## src/rtl/noc_xbar_pipe_pkg.sv

```systemverilog
// Shared constants for the NoC crossbar: port indices, lane FSM encoding
// and the default flit width.
package noc_xbar_pipe_pkg;

  localparam int unsigned N_PORT = 0;
  localparam int unsigned E_PORT = 1;
  localparam int unsigned S_PORT = 2;
  localparam int unsigned W_PORT = 3;
  localparam int unsigned L_PORT = 4;

  localparam int unsigned DATA_WIDTH = 32;

  typedef enum logic [0:0] {
    IDLE   = 1'b0,
    LOCKED = 1'b1
  } lane_state_e;

endpackage

```

## src/rtl/xbar_out_lane.sv

```systemverilog
// One crossbar output lane: packet lock FSM, source register, P:1 mux and
// output register. XBAR_UTURN_EN allows an input to be routed to its own lane.
module xbar_out_lane
  import noc_xbar_pipe_pkg::*;
#(
  parameter int unsigned P    = 5,
  parameter int unsigned DW   = DATA_WIDTH,
  parameter int unsigned LANE = 0,
  localparam int unsigned IW  = $clog2(P)
) (
  input  logic            clk,
  input  logic            rst,
  input  logic [P*DW-1:0] in_data,
  input  logic [P-1:0]    in_valid,
  input  logic [P-1:0]    in_tail,
  input  logic [P-1:0]    sel,
  input  logic            out_ready,
  input  logic            win,
  output logic            req,
  output logic            illegal,
  output logic [IW-1:0]   req_idx,
  output logic [DW-1:0]   out_data,
  output logic            out_valid,
  output logic            out_tail
);

  lane_state_e   state;
  logic [IW-1:0] src;
  logic [IW-1:0] idle_idx;
  logic [P-1:0]  leg_mask;
  logic          grant_legal;
  logic          src_ok;
  logic          can_load;
  logic [DW-1:0] mux_data;
  logic          mux_tail;

  // Constant mask: without U-turns the own-index mux leg folds away.
`ifdef XBAR_UTURN_EN
  assign leg_mask = '1;
`else
  assign leg_mask = ~(P'(1) << LANE);
`endif

  always_comb begin
    idle_idx = '0;
    for (int unsigned i = 0; i < P; i++) begin
      if (sel[i]) idle_idx = IW'(i);
    end
  end

  assign grant_legal = $onehot(sel) && ((sel & ~leg_mask) == '0);
  assign illegal     = (state == IDLE) && (sel != '0) && !grant_legal;
  assign req_idx     = (state == LOCKED) ? src : idle_idx;
  assign src_ok      = (state == LOCKED) || grant_legal;
  assign can_load    = !out_valid || out_ready;
  assign req         = rst && can_load && src_ok && in_valid[req_idx];

  always_comb begin
    mux_data = '0;
    mux_tail = 1'b0;
    for (int unsigned i = 0; i < P; i++) begin
      if (leg_mask[i] && (req_idx == IW'(i))) begin
        mux_data = in_data[i*DW +: DW];
        mux_tail = in_tail[i];
      end
    end
  end

  always_ff @(posedge clk) begin
    if (!rst) begin
      state     <= IDLE;
      src       <= '0;
      out_data  <= '0;
      out_valid <= 1'b0;
      out_tail  <= 1'b0;
    end else if (req && win) begin
      out_data  <= mux_data;
      out_tail  <= mux_tail;
      out_valid <= 1'b1;
      if (mux_tail) begin
        state <= IDLE;
      end else begin
        state <= LOCKED;
        src   <= req_idx;
      end
    end else if (can_load) begin
      out_valid <= 1'b0;
    end
  end

endmodule

```

## src/rtl/noc_xbar_pipe.sv

```systemverilog
// P x P router crossbar with registered outputs and packet path locking.
// Top level: lane instances, input contention, in_ready OR-tree, sel_err.
module noc_xbar_pipe
  import noc_xbar_pipe_pkg::*;
#(
  parameter int unsigned P  = 5,
  parameter int unsigned DW = DATA_WIDTH
) (
  input  logic            clk,
  input  logic            rst,
  input  logic [P*DW-1:0] in_data,
  input  logic [P-1:0]    in_valid,
  input  logic [P-1:0]    in_tail,
  output logic [P-1:0]    in_ready,
  input  logic [P*P-1:0]  sel_in,
  output logic [P*DW-1:0] out_data,
  output logic [P-1:0]    out_valid,
  output logic [P-1:0]    out_tail,
  input  logic [P-1:0]    out_ready,
  output logic            sel_err
);

  localparam int unsigned IW = $clog2(P);

  logic [P-1:0]    req;
  logic [P-1:0]    win;
  logic [P-1:0]    illegal;
  logic [P*IW-1:0] req_idx;

  for (genvar o = 0; o < P; o++) begin : g_lane
    xbar_out_lane #(
      .P    (P),
      .DW   (DW),
      .LANE (o)
    ) u_lane (
      .clk       (clk),
      .rst       (rst),
      .in_data   (in_data),
      .in_valid  (in_valid),
      .in_tail   (in_tail),
      .sel       (sel_in[o*P +: P]),
      .out_ready (out_ready[o]),
      .win       (win[o]),
      .req       (req[o]),
      .illegal   (illegal[o]),
      .req_idx   (req_idx[o*IW +: IW]),
      .out_data  (out_data[o*DW +: DW]),
      .out_valid (out_valid[o]),
      .out_tail  (out_tail[o])
    );
  end

  // A lane loses if any lower-index lane requests the same input.
  always_comb begin
    win = req;
    for (int unsigned o = 1; o < P; o++) begin
      for (int unsigned k = 0; k < o; k++) begin
        if (req[k] && (req_idx[k*IW +: IW] == req_idx[o*IW +: IW])) win[o] = 1'b0;
      end
    end
  end

  always_comb begin
    in_ready = '0;
    for (int unsigned o = 0; o < P; o++) begin
      for (int unsigned i = 0; i < P; i++) begin
        if (win[o] && (req_idx[o*IW +: IW] == IW'(i))) in_ready[i] = 1'b1;
      end
    end
  end

  always_ff @(posedge clk) begin
    if (!rst) begin
      sel_err <= 1'b0;
    end else if (|illegal) begin
      sel_err <= 1'b1;
    end
  end

endmodule

```

## config.mk

```make
export PLATFORM = sky130hd
export DESIGN_NAME = noc_xbar_pipe
export DESIGN_NICKNAME = d
export VERILOG_FILES = /design/src/rtl/noc_xbar_pipe_pkg.sv /design/src/rtl/xbar_out_lane.sv /design/src/rtl/noc_xbar_pipe.sv
export SDC_FILE = /design/constraint.sdc
export NUM_CORES = 1
export LEC_CHECK = 0
export BUFFER_PORTS_ARGS = -buffer_cell sky130_fd_sc_hd__buf_2
export CORE_ASPECT_RATIO = 2
export CORE_MARGIN = 3
export CORE_UTILIZATION = 42
export CTS_CLUSTER_DIAMETER = 40
export DETAILED_ROUTE_END_ITERATION = 10
export PLACE_DENSITY_LB_ADDON = 0.08
export SYNTH_ARGS = -nofsm -noshare
export SYNTH_HDL_FRONTEND = slang
export SYNTH_HIERARCHICAL = 1
export SYNTH_SLANG_ARGS = --single-unit
```

## constraint.sdc

```tcl
create_clock -name clk -period 4.05 [get_ports clk]
set_input_delay 0.405 -clock clk [delete_from_list [all_inputs] [get_ports clk]]
set_output_delay 0.405 -clock clk [all_outputs]
set_load 0.02 [all_outputs]
```

==> results.ini <==
[critical_path]
cp-end-kind=output pin
regToRegSetupSlack_ns=0.16
crit_chain=buf_8 > inv_4 > ha_4 > inv_2 > fa_1 > inv_1 > ha_2 > fa_1 > nor4b_4 > o211ai_1 > nor2_2 > buf_4 > and2b_2 > and2_4 > a32o_1 > a31oi_1 > o311ai_2 > buf_4
worstSetupPathType=input pin to output pin
startpoint=sel_in[0]
slowest_delay_ns=0.52
regToRegStartpoint=g_lane[2].u_lane/state$_SDFFE_PN0P_
critPathRequiredTime_ns=3.64
worstPathArrival_ns=3.96
crit_fanout=4
crit_slowest_cell=fa_1
start_kind=input pin

[routing]
met1_length_mm=20.96
vias=15090
viasPerCell=6.403
top_layer_used=met5
wl_met2_mm=31.43
drt-pass1-iter-count=9
drt_iter0_drc=1869
wl_met3_mm=5.175
detail-route-antenna-nets=0
drc=0
wl_mm=61.87
routedWlPerCell_um=26.25

[synth]
synth_cell_types=95
synth_most_common_cell=nand2_1
synth-edff-count=0
ys_ff_latch=191
yosysSeqAreaShare_pct=28.69
synth-async-reset-ratio_pct=0
synth_ff_type=dfxtp_1
ys_top_cells_by_count=nand2_1 (218), dfxtp_1 (191), mux2i_1 (105)
syn_inst=1544
synthesis.area_um2=13330
synth_nets=1781
ys_warn_count=6
synth.top_cell.area_share_pct=28.69
yosysTopAreaCell=dfxtp_1
syn_area_per_cell_um2=8.632
synthTopCellsByArea=dfxtp_1 (29%), mux2i_1 (7.9%), a222oi_1 (7.2%)

[cts]
cts.htree.levels=4
tritoncts=done
cts_hold_buf=0
cts_buffer_depth=2
cts-root-buf=clkbuf_16
cts_buffers=17
clock_sinks=191
clk_latency_ns=0.46
path_clk_slew_ns=0.07

[placement]
place.detailed.hpwl_mm=41.88
dp.cells=2295
place_congestion=0.9308
portBuffers=377

[timing]
timing_hold_violations_final=0
rsz0062_at_grt=yes
setup_slack_ns=-0.3190
skew_ns=0.01123
tightest_slew_ns=0.9547
setup_violations=19
fmax_mhz=228.9
min_period_over_period_pct=107.9
finalCriticalPeriod_ns=4.369
slew_headroom_pct=36.36
final-max-slew-violation-count=0

[global_routing]
grt_pass1_vias=14650
grt_usage_pct=33.33
antenna_found_initial=4
grt_overflow_total=0
grt_max_degree=71
grt_first_pass_wirelength_mm=87.63

[worst_hold_path]
hp-class=input pin to register
min-delay-start=out_ready[1]

[final_layout]
fin_util_pct=56.22
multi_input_area_um2=8955
drive_above_1_share_pct=38.87
nets=2162
stdcell_count=2357
area_delta_synth_final_pct=31.11
n_fill_cell=2940
final-seq-area_um2=3824

[floorplanning]
core-area_um2=31080
die_area_um2=34040
initial_core_util_pct=42.88
num_rows=91
io_pins=378
die_y_um=257.9
fp.dieW_um=132.0

[power]
p_leak_nw=7.850
p_per_area_nw_per_um2=284.2
ir_worst_vdd_uv=325.8

[outcome]
status=finished with violations
violations=negative setup slack

[flow_run]
drv_cap=0

[per-stage QoR]
step | cell area [µm²] | total power, W | setup TNS [ns] | setup WS, ns | hold slack (ns)
after floorplan | 13350 | 0.002616 | 0 | 0.008809 | 0.4646
after global placement | 15970 | 0.003087 | -61.14 | -0.4875 | 0.4441
after detailed placement | 15970 | 0.003100 | -65.34 | -0.5325 | 0.4490
after CTS | 16810 | 0.004931 | -1.059 | -0.2499 | 0.2278
after global routing | 17470 | 0.005133 | -6.369 | -0.4217 | 0.2603
final | 17470 | 0.004965 | -1.781 | -0.3190 | 0.2460
[where the power goes]
group | switching (W) | internal (W)
logic | 0.000765 | 0.000501
registers | 0.00000208 | 0.00188
clock network | 0.000799 | 0.00102
total | 0.00157 | 0.00340
[kinds of logic after synthesis]
| family | share of synthesized area (%) |
|---|---|
| AO/OA/AOI/OAI | 30.12 |
| XOR/XNOR | 2.028 |
| adder cells (fa/ha/maj) | 3.849 |
| buffers and inverters | 7.529 |
| flip-flops | 28.69 |
| multiplexers | 13.66 |
| AND/OR/NAND/NOR | 14.13 |
[state kept, by name, summed over array words and instances (netlist names)]
signal	flops
g_lane.u_lane/out_data	160
g_lane.u_lane/state	5
g_lane.u_lane/out_valid	5
g_lane.u_lane/src	15
g_lane.u_lane/out_tail	5
sel_err	1
[critical path, delay by kind of cell]
family,cells,cell delay [ns]
buffers and inverters,6,0.54
AOI/OAI and AO/OA,4,1.00
adders and majority gates,4,1.43
and+or+nand+nor,4,0.57
[metal layers]
metal | up-vias | GRT usage [%]
li1 | 6638 | -
met1 | 7297 | 35.35
met2 | 904 | 59.36
met3 | 251 | 6.881
met4 | 2 | 21.55
met5 | - | 0
[worst paths after layout]
| check | endpoint | cells past startpoint |
|---|---|---|
| worst max-delay path | in_ready[1] | 18 |
| worst min-delay path | g_lane[1].u_lane/out_valid$_SDFFE_PN0P_ | 4 |
| worst max register to register | g_lane[2].u_lane/out_data[8]$_SDFFE_PN0P_ | 18 |
| worst min register to register | g_lane[1].u_lane/out_data[21]$_SDFFE_PN0P_ | 2 |
[cell usage in the layout (no fill, tap or decap), drive strengths merged, types with 32 or more instances in the layout]
master   instances
o21ai          122
mux2i          105
a222oi          96
a21oi           79
nor2            41
nand3           60
inv             62
nand2          221
a22oi           33
mux2            68
buf            497
o2bb2ai         32
dfxtp          191
a32o            35
[area by class of cell]
cell class                 count  area share, %
multi-input combinational   1148          51.25
sequential                   191          21.88
timing repair buffer         504          18.92
tap                          418          2.993
clock buffer                  22          2.714
inverter                      63          1.468
clock inverter                 9         0.7518
antenna                        2        0.02864
[what timing repair did]
action,in CTS,in global routing
setup endpoints to repair,39,120
cloned,0,9
setup buffers,10,13
gates resized for setup,46,93
pin swaps,23,24
(Power assumes the default switching activity.)
